[config.mk]
export PLATFORM = sky130hd
export DESIGN_NAME = park_occupancy
export DESIGN_NICKNAME = d
export VERILOG_FILES = /design/src/rtl/park_pkg.sv /design/src/rtl/park_pulse_edge.sv /design/src/rtl/park_occupancy.sv
export SDC_FILE = /design/constraint.sdc
export NUM_CORES = 1
export LEC_CHECK = 0
export BUFFER_PORTS_ARGS = -buffer_cell sky130_fd_sc_hd__buf_2
export CORE_MARGIN = 2
export CORE_UTILIZATION = 30
export CTS_CLUSTER_DIAMETER = 50
export CTS_CLUSTER_SIZE = 10
export DETAILED_ROUTE_END_ITERATION = 10
export GPL_TIMING_DRIVEN = 0
export SLEW_MARGIN = 30
export SYNTH_ARGS = -nofsm -noshare
export SYNTH_HDL_FRONTEND = slang
export SYNTH_SLANG_ARGS = --single-unit
[constraint.sdc]
create_clock -name clk -period 2.9 [get_ports clk]
set_input_delay 0.145 -clock clk [delete_from_list [all_inputs] [get_ports clk]]
set_output_delay 0.145 -clock clk [all_outputs]
set_load 0.05 [all_outputs]
[src/rtl/park_pkg.sv]
// Shared types and defaults for the parking-lot occupancy counter.
package park_pkg;

   typedef enum logic [1:0] {
      ST_EMPTY   = 2'b00,
      ST_PARTIAL = 2'b01,
      ST_FULL    = 2'b10,
      ST_FAULT   = 2'b11
   } park_state_t;

   localparam int PARK_CAPACITY = 15;

   // Occupancy state implied by a count, ignoring any latched fault.
   function automatic park_state_t state_for(input int cnt, input int cap);
      if (cnt == 0) begin
         return ST_EMPTY;
      end else if (cnt == cap) begin
         return ST_FULL;
      end else begin
         return ST_PARTIAL;
      end
   endfunction

endpackage

[src/rtl/park_pulse_edge.sv]
// Two-flop input register with rising-edge detect; a high of any length yields one event.
module park_pulse_edge (
   input  logic clk,
   input  logic reset,
   input  logic i_x,
   output logic o_ev
);

   logic r_q;
   logic r_d;

   always_ff @(posedge clk) begin
      if (!reset) begin
         r_q <= 1'b0;
         r_d <= 1'b0;
      end else begin
         r_q <= i_x;
         r_d <= r_q;
      end
   end

   assign o_ev = r_q & ~r_d;

endmodule

[src/rtl/park_occupancy.sv]
// Saturating parking-lot occupancy counter with registered full/empty/sticky-fault status.
// Optional peak-occupancy output enabled by defining PARK_PEAK_TRACK_EN.
module park_occupancy
   import park_pkg::*;
#(
   parameter int CAPACITY = PARK_CAPACITY,
   parameter int CNT_W    = 4
) (
   input  logic             clk,
   input  logic             reset,
   input  logic             enter,
   input  logic             exit,
   input  logic             clr,
   output logic [CNT_W-1:0] count,
   output logic             full,
   output logic             empty,
   output logic             fault
`ifdef PARK_PEAK_TRACK_EN
   ,
   output logic [CNT_W-1:0] peak
`endif
);

   localparam logic [CNT_W-1:0] CAP_C = CNT_W'(CAPACITY);

   generate
      if ((2 ** CNT_W) - 1 < CAPACITY) begin : g_bad_width
         $error("park_occupancy: CNT_W too narrow for CAPACITY");
      end
   endgenerate

   logic             w_ent_ev;
   logic             w_ext_ev;
   logic             w_inc;
   logic             w_dec;
   logic             w_viol;
   logic [CNT_W-1:0] w_count_next;

   logic [CNT_W-1:0] r_count;
   logic             r_full;
   logic             r_empty;
   logic             r_fault;
   park_state_t      r_state;

   park_pulse_edge u_enter_edge (
      .clk   (clk),
      .reset (reset),
      .i_x   (enter),
      .o_ev  (w_ent_ev)
   );

   park_pulse_edge u_exit_edge (
      .clk   (clk),
      .reset (reset),
      .i_x   (exit),
      .o_ev  (w_ext_ev)
   );

   // Simultaneous enter and exit cancel: no count change and no violation.
   always_comb begin
      w_inc        = w_ent_ev & ~w_ext_ev & (r_count != CAP_C);
      w_dec        = w_ext_ev & ~w_ent_ev & (r_count != '0);
      w_viol       = (w_ent_ev & ~w_ext_ev & (r_count == CAP_C)) |
                     (w_ext_ev & ~w_ent_ev & (r_count == '0));
      w_count_next = r_count;
      if (w_inc) begin
         w_count_next = r_count + CNT_W'(1);
      end else if (w_dec) begin
         w_count_next = r_count - CNT_W'(1);
      end
   end

   always_ff @(posedge clk) begin
      if (!reset) begin
         r_count <= '0;
         r_full  <= 1'b0;
         r_empty <= 1'b1;
         r_fault <= 1'b0;
         r_state <= ST_EMPTY;
      end else begin
         r_count <= w_count_next;
         r_full  <= (w_count_next == CAP_C);
         r_empty <= (w_count_next == '0);
         if (w_viol) begin
            r_state <= ST_FAULT;
            r_fault <= 1'b1;
         end else if ((r_state == ST_FAULT) && !clr) begin
            r_state <= ST_FAULT;
            r_fault <= 1'b1;
         end else begin
            r_state <= state_for(int'(w_count_next), CAPACITY);
            r_fault <= 1'b0;
         end
      end
   end

   assign count = r_count;
   assign full  = r_full;
   assign empty = r_empty;
   assign fault = r_fault;

`ifdef PARK_PEAK_TRACK_EN
   logic             w_clr_fault;
   logic [CNT_W-1:0] r_peak;

   assign w_clr_fault = (r_state == ST_FAULT) & clr & ~w_viol;

   // A fault clear restarts peak tracking from the occupancy at that edge.
   always_ff @(posedge clk) begin
      if (!reset) begin
         r_peak <= '0;
      end else if (w_clr_fault) begin
         r_peak <= w_count_next;
      end else if (w_count_next > r_peak) begin
         r_peak <= w_count_next;
      end
   end

   assign peak = r_peak;
`endif

endmodule

# Word level (Yosys, flattened, before mapping)
# Index checks and enable logic that the tools add are counted.
# W data, S select, Z words.
dict set report classes {
  add_sub_neg 2
  eq_ne 5
  n_mux 8
  n_bitwise 13
  n_reduce_logical 6
}
# operator count
set op_table {}
lappend op_table {{$logic_not A4 Y1} 3}
lappend op_table {{$and A1 B1 Y1} 8}
lappend op_table {{$eq A4 B4 Y1 const B} 2}
lappend op_table {{$mux W2} 4}
lappend op_table {{$mux W4} 2}
lappend op_table {{$add A4 B1 Y4 const B} 1}
lappend op_table {{$eq A4 B1 Y1 const B} 1}
lappend op_table {{$ne A4 B4 Y1 const B} 1}
lappend op_table {{$not A1 Y1} 4}
lappend op_table {{$reduce_bool A4 Y1} 1}
lappend op_table {{$sub A4 B1 Y4 const B} 1}
lappend op_table {{$eq A2 B2 Y1 const B} 1}
lappend op_table {{$mux W1} 2}
lappend op_table {{$logic_and A1 B1 Y1} 1}
lappend op_table {{$logic_not A1 Y1} 1}
lappend op_table {{$or A1 B1 Y1} 1}
dict set report word_totals {
  regBits 13
  input_bits 5
  out_inout_bits 7
  word_cells 43
}

# Logic depth before layout (Yosys ltp)
# Gate-level depths: netlist of run 1.
dict set report logic_depth {
  depth_word 12
  mapped_depth 7
  depth_no_buf 7
}

# Hierarchy
# Synthesis of run 1 repeated with hierarchy kept, for this count alone.
dict set report hier_totals {
  cells_unflattened 75
  hier_area_um2 680.7
}
# module instances cells_per_inst area_each_um2 seq_area_each_um2
set modules_own_cells {}
lappend modules_own_cells {park_occupancy 1 65 548.0 180.2}
lappend modules_own_cells {park_pulse_edge 2 5 66.3 40.0}

# Worst setup path after synthesis of run 1
# OpenSTA, ideal clock, no wires.
dict set report synth_path {
  path_kind {flip-flop to flip-flop}
  from {register r_count[0], in the netlist count[0]}
  to {register r_state[0]}
  setup_time_ns 0.119
  t_arrival_ns 2.378
  required_time_ns 2.781
  setup_slack_ns 0.403
  stages_incl_launch_ff 8
  path_buffers 0
  synth_period_minus_slack_ns 2.497
  path_cell_list {dfxtp_1 -> ha_1 -> nand3_1 -> and3_4 -> nand2b_1 -> o32a_1 -> or4_1 -> o221a_1}
}
dict set report synth_between {
  elab_chain_cells 9
}
# element line
set synth_rtl {}
lappend synth_rtl {{start: declaration} park_occupancy.sv:39} ;# logic [CNT_W-1:0] r_count;
lappend synth_rtl {{start signal: assignment} park_occupancy.sv:81} ;# r_count <= w_count_next;
lappend synth_rtl {{parallel branches: the longest is 8 deep, another holds $sub A4 B1 Y4} -}
lappend synth_rtl {{$mux W2 *} park_occupancy.sv:84} ;# if (w_viol) begin
lappend synth_rtl {{end signal: assignment} park_occupancy.sv:91} ;# r_state <= state_for(int'(w_count_next), CAPACITY);
lappend synth_rtl {{end: declaration} park_occupancy.sv:43} ;# park_state_t r_state;
# Every way passes the cells marked *.
# A chain may end at the register's enable or synchronous reset.

# Worst setup path in the final report of run 1
# Same ends and word-level chain as after synthesis.

==> results.yml, run 1 <==
outcome:
  status: "finished clean"
setup_path:
  critical_path_class: "reg2reg"
  r2r_slack_ns: 0.61
  endpoint_kind: "register"
  crit_chain: "ha_1, nand3_1, and3_4, nand2b_1, o32a_1, or4_1, o221a_1"
  reg2reg_from: "count[0]$_SDFF_PN0_"
  crit_required_ns: 3.06
  cpPeakStageDelay_ns: 0.58
  critical-path-slowest-cell: "or4_1"
  r2r_cells: 7
  crit_arrival_ns: 2.46
  path_buf_inv: 0
  timing.rr.end: "r_state[0]$_SDFF_PN0_"
  critPathMaxFanout: 6
  cp-start-kind: "register"
  path_delay_family: "simple AND/OR/NAND/NOR gates"
global_routing:
  antenna_found_initial: 0
  grt_max_degree: 11
  grt_pass1_vias: 435
  overflow: 0
  track_usage_pct: 11.6
  grt_pass1_wl_um: 1770
finish:
  fin_util_pct: 37.0
  nNetsFinal: 87
  diodes: 0
  finalInstanceArea_um2: 703
  n_fill_cell: 200
  final_layout_size_suffix_gt1_share_pct: 25.3
  final_cell_mix: "13 x dfxtp_1, 11 x buf_2, 6 x and2_1, 6 x nand2_1, 5 x nor2_1"
  area_growth_syn_to_layout_pct: 19.6
  layout.cells.non_filler: 106
  layout_commonest_cell: "dfxtp_1"
cts:
  clkLatencyLatePin_ns: 0.27
  cts_buffer_depth: 2
  post-cts-setup-buffers: 0
  cts_max_level: 1
  postCtsHoldBufs: 0
  clockRootBuffer: "clkbuf_4"
  cts.sink_count: 13
  clkTransAtPathRegs_ns: 0.07
  cts_inserted_buffers: 3
  cts-resized-gates: 0
  tritoncts: "built"
floorplan:
  coreArea_um2: 1900
  die_w_um: 48.3
  rows: 16
  die_h_um: 48.3
  die_area_um2: 2330
  start_util_pct: 30.9
  io_pins: 12
placed_design:
  placed_cell_area_um2: 677
  gp_congestion: 0.738
  dpl.hpwl_um: 813
  dp_cells: 102
  portBuffers: 11
sta:
  rsz0062_at_grt: "false"
  relSlewSlack_pct: 76.8
  fmax_mhz: 436
  finalClockSkew_ns: 0.00162
  setup_violations: 0
  finalCritPeriodShare_pct: 79.1
  finalHoldViolations: 0
  worst_pin_slew_ns: 0.344
  finalSetupTns_ns: 0
  drv_slew: 0
  min_period_ns: 2.29
min_path:
  min_to: "u_enter_edge.r_q$_SDFF_PN0_"
  hold_path.class: "in2reg"
  hp-start: "enter"
  holdPathStages: 2
power:
  swShare_pct: 39.3
  combPwrFrac_pct: 39.5
  sequentialPowerShare_pct: 41.0
  total_power_mw: 0.554
  cell_internal_pwr_mw: 0.336
  irDropWorstVdd_v: 0.000476
  p_sw_mw: 0.218
  power_frac_clock_pct: 19.5
  leakage_nw: 0.308
  power_density_nw_per_um2: 788
synthesis:
  syn_nets: 71
  synth-seq-cells: 13
  yosysTopAreaCell: "dfxtp_1"
  synth_flop_cell: "dfxtp_1"
  synth.yosys.warnings: 0
  avgSynthCellArea_um2: 9.19
  async_flop_share_pct: 0
  syn_area_um2: 588
  synth_seq_area_share_pct: 44.3
  synth.area.top_cells: "dfxtp_1 44%, and2_1 6.4%, ha_1 4.3%, nand2_1 3.8%, nand2b_1 3.2%"
  ys_types: 28
  synth_edf_count: 0
  synthCells: 64
  synth_top_area_share_pct: 44.3
drt:
  avgRoutedWirePerCell_um: 9.66
  vias: 492
  routed_wl_um: 1020
  viasPerCell: 4.64
  drc: 0
  detail_route.iter0.violations: 6
  dr.pass1.iters: 4
  final_antenna_net_count: 0
run:
  maxCapViolations: 0
## registers in the layout, summed over array words and instances (netlist names)
signal            cells
empty                 1
u_exit_edge.r_d       1
fault                 1
u_enter_edge.r_q      1
full                  1
u_enter_edge.r_d      1
u_exit_edge.r_q       1
r_state               2
count                 4
## synth_stat cells, drive strengths merged, types with 2 or more instances
library cell,count
and3,2
xnor2,2
ha,2
nand2b,3
nand3,3
nor2b,2
inv,4
nor2,5
o21ai,2
nand2,6
dfxtp,13
and2,7
## how the worst max path moves through the flow
stage | startpoint | to | slack [ns] | depth (start not counted)
2_1_floorplan | count[0]$_SDFF_PN0_ | r_state[0]$_SDFF_PN0_ | 0.40 | 7
3_3_place_gp | count[0]$_SDFF_PN0_ | r_state[0]$_SDFF_PN0_ | 0.68 | 7
3_5_place_dp | count[0]$_SDFF_PN0_ | r_state[0]$_SDFF_PN0_ | 0.62 | 7
4_1_cts | count[0]$_SDFF_PN0_ | r_state[0]$_SDFF_PN0_ | 0.60 | 7
5_1_grt | count[0]$_SDFF_PN0_ | r_state[0]$_SDFF_PN0_ | 0.49 | 7
6_report | count[0]$_SDFF_PN0_ | r_state[0]$_SDFF_PN0_ | 0.61 | 7
## routing by layer
metal | up-vias | global-route usage (%) | wire, um
met5 | - | 0 | 0
met4 | 0 | 9.73 | 22
met3 | 3 | 3.33 | 39
met2 | 12 | 18.7 | 477
met1 | 224 | 12.5 | 485
li1 | 253 | - | -
## worst register-to-register path: cells and delay by family, from the launching register on
kind	cells	cell delay, ns
and+or+nand+nor	4	1.06
adders and majority gates	1	0.23
AOI/OAI and AO/OA	2	0.49
DFF	1	0.42
## layout make-up
class | instances | area (um^2) | share of cell area, %
multi-input combinational | 46 | 309 | 44.0
sequential | 13 | 260 | 37.0
timing repair buffer | 11 | 55.1 | 7.83
tap | 27 | 33.8 | 4.80
clock buffer | 4 | 26.3 | 3.74
inverter | 4 | 15.0 | 2.14
buffer | 1 | 3.75 | 0.534
## cells by family (layout without fill, tap and decap cells)
| family | Yosys count | count (layout) | share of synthesized area, % |
|---|---|---|---|
| compound gates | 10 | 10 | 13.2 |
| xor+xnor | 2 | 2 | 2.98 |
| fa+ha+maj | 2 | 2 | 4.25 |
| buf+inv | 5 | 20 | 3.19 |
| flops | 13 | 13 | 44.3 |
| simple gates | 32 | 32 | 32.1 |
## power groups by stage
stage	clock, mW	combinational (mW)	sequential (mW)
after floorplan	0	0.111	0.293
after global placement	0	0.214	0.231
after detailed placement	0	0.219	0.232
after CTS	0.112	0.220	0.228
after global routing	0.123	0.239	0.233
final	0.108	0.219	0.227
## through the flow
| step | hold WS, ns | setup WS, ns |
|---|---|---|
| floorplan | 0.267 | 0.403 |
| global placement | 0.345 | 0.683 |
| detailed placement | 0.355 | 0.617 |
| CTS | 0.0703 | 0.597 |
| global route | 0.0600 | 0.492 |
| finish | 0.0725 | 0.605 |
(Power assumes the default switching activity.)
==> inputs of run 2 (changes only) <==
--- a/config.mk
+++ b/config.mk
@@ -5,6 +5,7 @@
 export SDC_FILE = /design/constraint.sdc
 export NUM_CORES = 1
 export LEC_CHECK = 0
+export ABC_AREA = 1
 export BUFFER_PORTS_ARGS = -buffer_cell sky130_fd_sc_hd__buf_2
 export CORE_MARGIN = 2
 export CORE_UTILIZATION = 30
==> constraint.sdc (replaced) <==
create_clock -name clk -period 2.1 [get_ports clk]
set_input_delay 0.105 -clock clk [delete_from_list [all_inputs] [get_ports clk]]
set_output_delay 0.105 -clock clk [all_outputs]
set_load 0.05 [all_outputs]
==> run 2 against run 1 <==
  * Clock-buffer cell count is the same
  * Combinational power shrank 18%
  * Sequential share of layout area shrank 6.8 points
  * Clock skew shrank 0.0010 ns
  * Via count grew 27%
  * Fmax grew 36%
  * Sequential cell count is the same
  * Largest cell class unchanged
==> results.yml, run 2 <==
outcome:
  status: "finished clean"
drt:
  drc: 0
  viasPerCell: 4.31
  avgRoutedWirePerCell_um: 8.99
  routed_wl_um: 1300
  dr.pass1.iters: 3
  vias: 625
  detail_route.iter0.violations: 5
  final_antenna_net_count: 0
finish:
  largest_reg_flops: 4
  nNetsFinal: 123
  diodes: 0
  layout_commonest_cell: "nand2_1"
  finalInstanceArea_um2: 861
  final_layout_size_suffix_gt1_share_pct: 34.8
  final_cell_mix: "30 x nand2_1, 13 x inv_1, 13 x dfxtp_1, 10 x buf_2, 8 x nand2_2"
  area_growth_syn_to_layout_pct: 15.2
sta:
  finalHoldViolations: 0
  drv_slew: 0
  min_period_ns: 1.69
  finalClockSkew_ns: 0.000590
  setup_violations: 0
  fmax_mhz: 593
  finalCritPeriodShare_pct: 80.3
  rsz0062_at_grt: "false"
  finalSetupTns_ns: 0
  relSlewSlack_pct: 79.3
  worst_pin_slew_ns: 0.307
  holdWs_ns: 0.0126
power:
  irDropWorstVdd_v: 0.000350
  leakage_nw: 0.468
  sequentialPowerShare_pct: 46.4
  combPwrFrac_pct: 29.5
  power_density_nw_per_um2: 704
  cell_internal_pwr_mw: 0.395
  p_sw_mw: 0.211
  power_frac_clock_pct: 24.1
  swShare_pct: 34.8
global_routing:
  grt_pass1_wl_um: 2380
  antenna_found_initial: 0
  grt_pass1_vias: 605
  overflow: 0
  grt_max_degree: 10
  track_usage_pct: 11.2
synthesis:
  avgSynthCellArea_um2: 7.40
  ys_types: 18
  synth_seq_area_share_pct: 34.8
  syn_area_um2: 747
  synth-seq-cells: 13
  synth_flop_cell: "dfxtp_1"
  synth.yosys.warnings: 0
  yosysTopAreaCell: "dfxtp_1"
  async_flop_share_pct: 0
  synth_top_area_share_pct: 34.8
  synth.area.top_cells: "dfxtp_1 35%, nand2_1 15%, nand2_2 6.7%, inv_1 6.5%, nand3_2 5.4%"
  synthCells: 101
  syn_nets: 108
  yosysMostFrequentCell: "nand2_1"
  synth_common_cells: "30 x nand2_1, 13 x dfxtp_1, 13 x inv_1"
  synth_edf_count: 0
placed_design:
  placed_cell_area_um2: 835
  dpl.hpwl_um: 1060
  gp_congestion: 0.864
  portBuffers: 10
floorplan:
  die_area_um2: 2910
  start_util_pct: 31.0
  die_h_um: 53.9
  die_w_um: 53.9
  coreArea_um2: 2410
  io_pins: 12
  rows: 18
cts:
  clkTransAtPathRegs_ns: 0.07
  postCtsHoldBufs: 0
  cts_inserted_buffers: 3
  clkLatencyLatePin_ns: 0.27
  tritoncts: "built"
  clockRootBuffer: "clkbuf_4"
  cts.sink_count: 13
  cts_max_level: 1
  post-cts-setup-buffers: 0
  cts-resized-gates: 0
  cts_buffer_depth: 2
setup_path:
  crit_arrival_ns: 1.84
  reg2reg_from: "count[0]$_SDFF_PN0_"
  cp-start-kind: "register"
  endpoint_kind: "register"
  r2r_cells: 12
  crit_required_ns: 2.25
  critPathMaxFanout: 5
  r2r_slack_ns: 0.41
  critical_path_class: "reg2reg"
  timing.rr.end: "r_state[0]$_SDFF_PN0_"
min_path:
  hold_path.class: "in2reg"
  hp-start: "enter"
  holdPathStages: 3
  min_to: "u_enter_edge.r_q$_SDFF_PN0_"
run:
  maxCapViolations: 0
[run 2: cell types whose count changed after synthesis, moves of 4 or more]
| cell | change |
|---|---|
| inv_1 | +9 |
| and2_1 | -6 |
| nand2_2 | +8 |
| inv_2 | +5 |
| nand3_2 | +4 |
| nand2_1 | +24 |
[run 2: logic make-up after synthesis]
kind of cell	after synthesis	synth area share [%]
flops	13	34.8
buf+inv	20	11.6
fa+ha+maj	2	3.35
simple gates	60	44.6
compound gates	3	2.18
xor+xnor	3	3.52
[run 2: through the flow]
stage | power, mW | cells | setup slack, ns | utilization, %
detailed placement | 0.467 | 141 | 0.414 | 34.6
finish | 0.606 | 145 | 0.414 | 35.7
floorplan | 0.432 | 101 | 0.192 | -
CTS | 0.613 | 145 | 0.398 | 35.7
global placement | 0.462 | 141 | 0.446 | 34.6
global route | 0.649 | 145 | 0.238 | 35.7
[run 2: final cells by class]
type | count | area, um^2
fillers | 264 | 1550
multi-input cells | 68 | 400
flip-flops and latches | 13 | 260
inverters | 18 | 67.6
repair buffers | 10 | 50.0
well taps | 30 | 37.5
clock buffers | 4 | 26.3
plain buffers | 2 | 18.8
[run 2: critical path: stages (launching register included)]
cell     delay, ns
dfxtp_1       0.42
inv_1         0.12
ha_1          0.26
nand2_2       0.13
nand3_4       0.10
nand2_1       0.07
nand2_1       0.05
nand2_1       0.06
nand2_2       0.07
nand2_1       0.09
nand3_2       0.08
nand2_1       0.06
nand2_1       0.05
[run 2: power groups by stage]
stage	clock, mW	sequential [mW]	combinational [mW]
6_report	0.146	0.281	0.179
5_1_grt	0.165	0.284	0.199
3_3_place_gp	0	0.287	0.175
4_1_cts	0.151	0.281	0.181
3_5_place_dp	0	0.287	0.180
2_1_floorplan	0	0.324	0.108
[run 2: worst max path at each step]
stage | to | slack (ns) | cells after the start | from
after global placement | r_state[0]$_SDFF_PN0_ | 0.45 | 12 | count[0]$_SDFF_PN0_
after floorplan | r_state[0]$_SDFF_PN0_ | 0.19 | 12 | count[0]$_SDFF_PN0_
after global routing | r_state[0]$_SDFF_PN0_ | 0.24 | 12 | count[0]$_SDFF_PN0_
after CTS | r_state[0]$_SDFF_PN0_ | 0.40 | 12 | count[0]$_SDFF_PN0_
final | r_state[0]$_SDFF_PN0_ | 0.41 | 12 | count[0]$_SDFF_PN0_
after detailed placement | r_state[0]$_SDFF_PN0_ | 0.41 | 12 | count[0]$_SDFF_PN0_
[run 2: routing by layer]
metal	share of wire (%)	routed length [um]	GRT usage, %	vias up
li1	-	-	-	326
met1	47	611	13.9	284
met2	49	641	19.1	11
met3	2.6	34	1.67	4
met4	1.1	14	5.13	0
met5	0	0	0	-
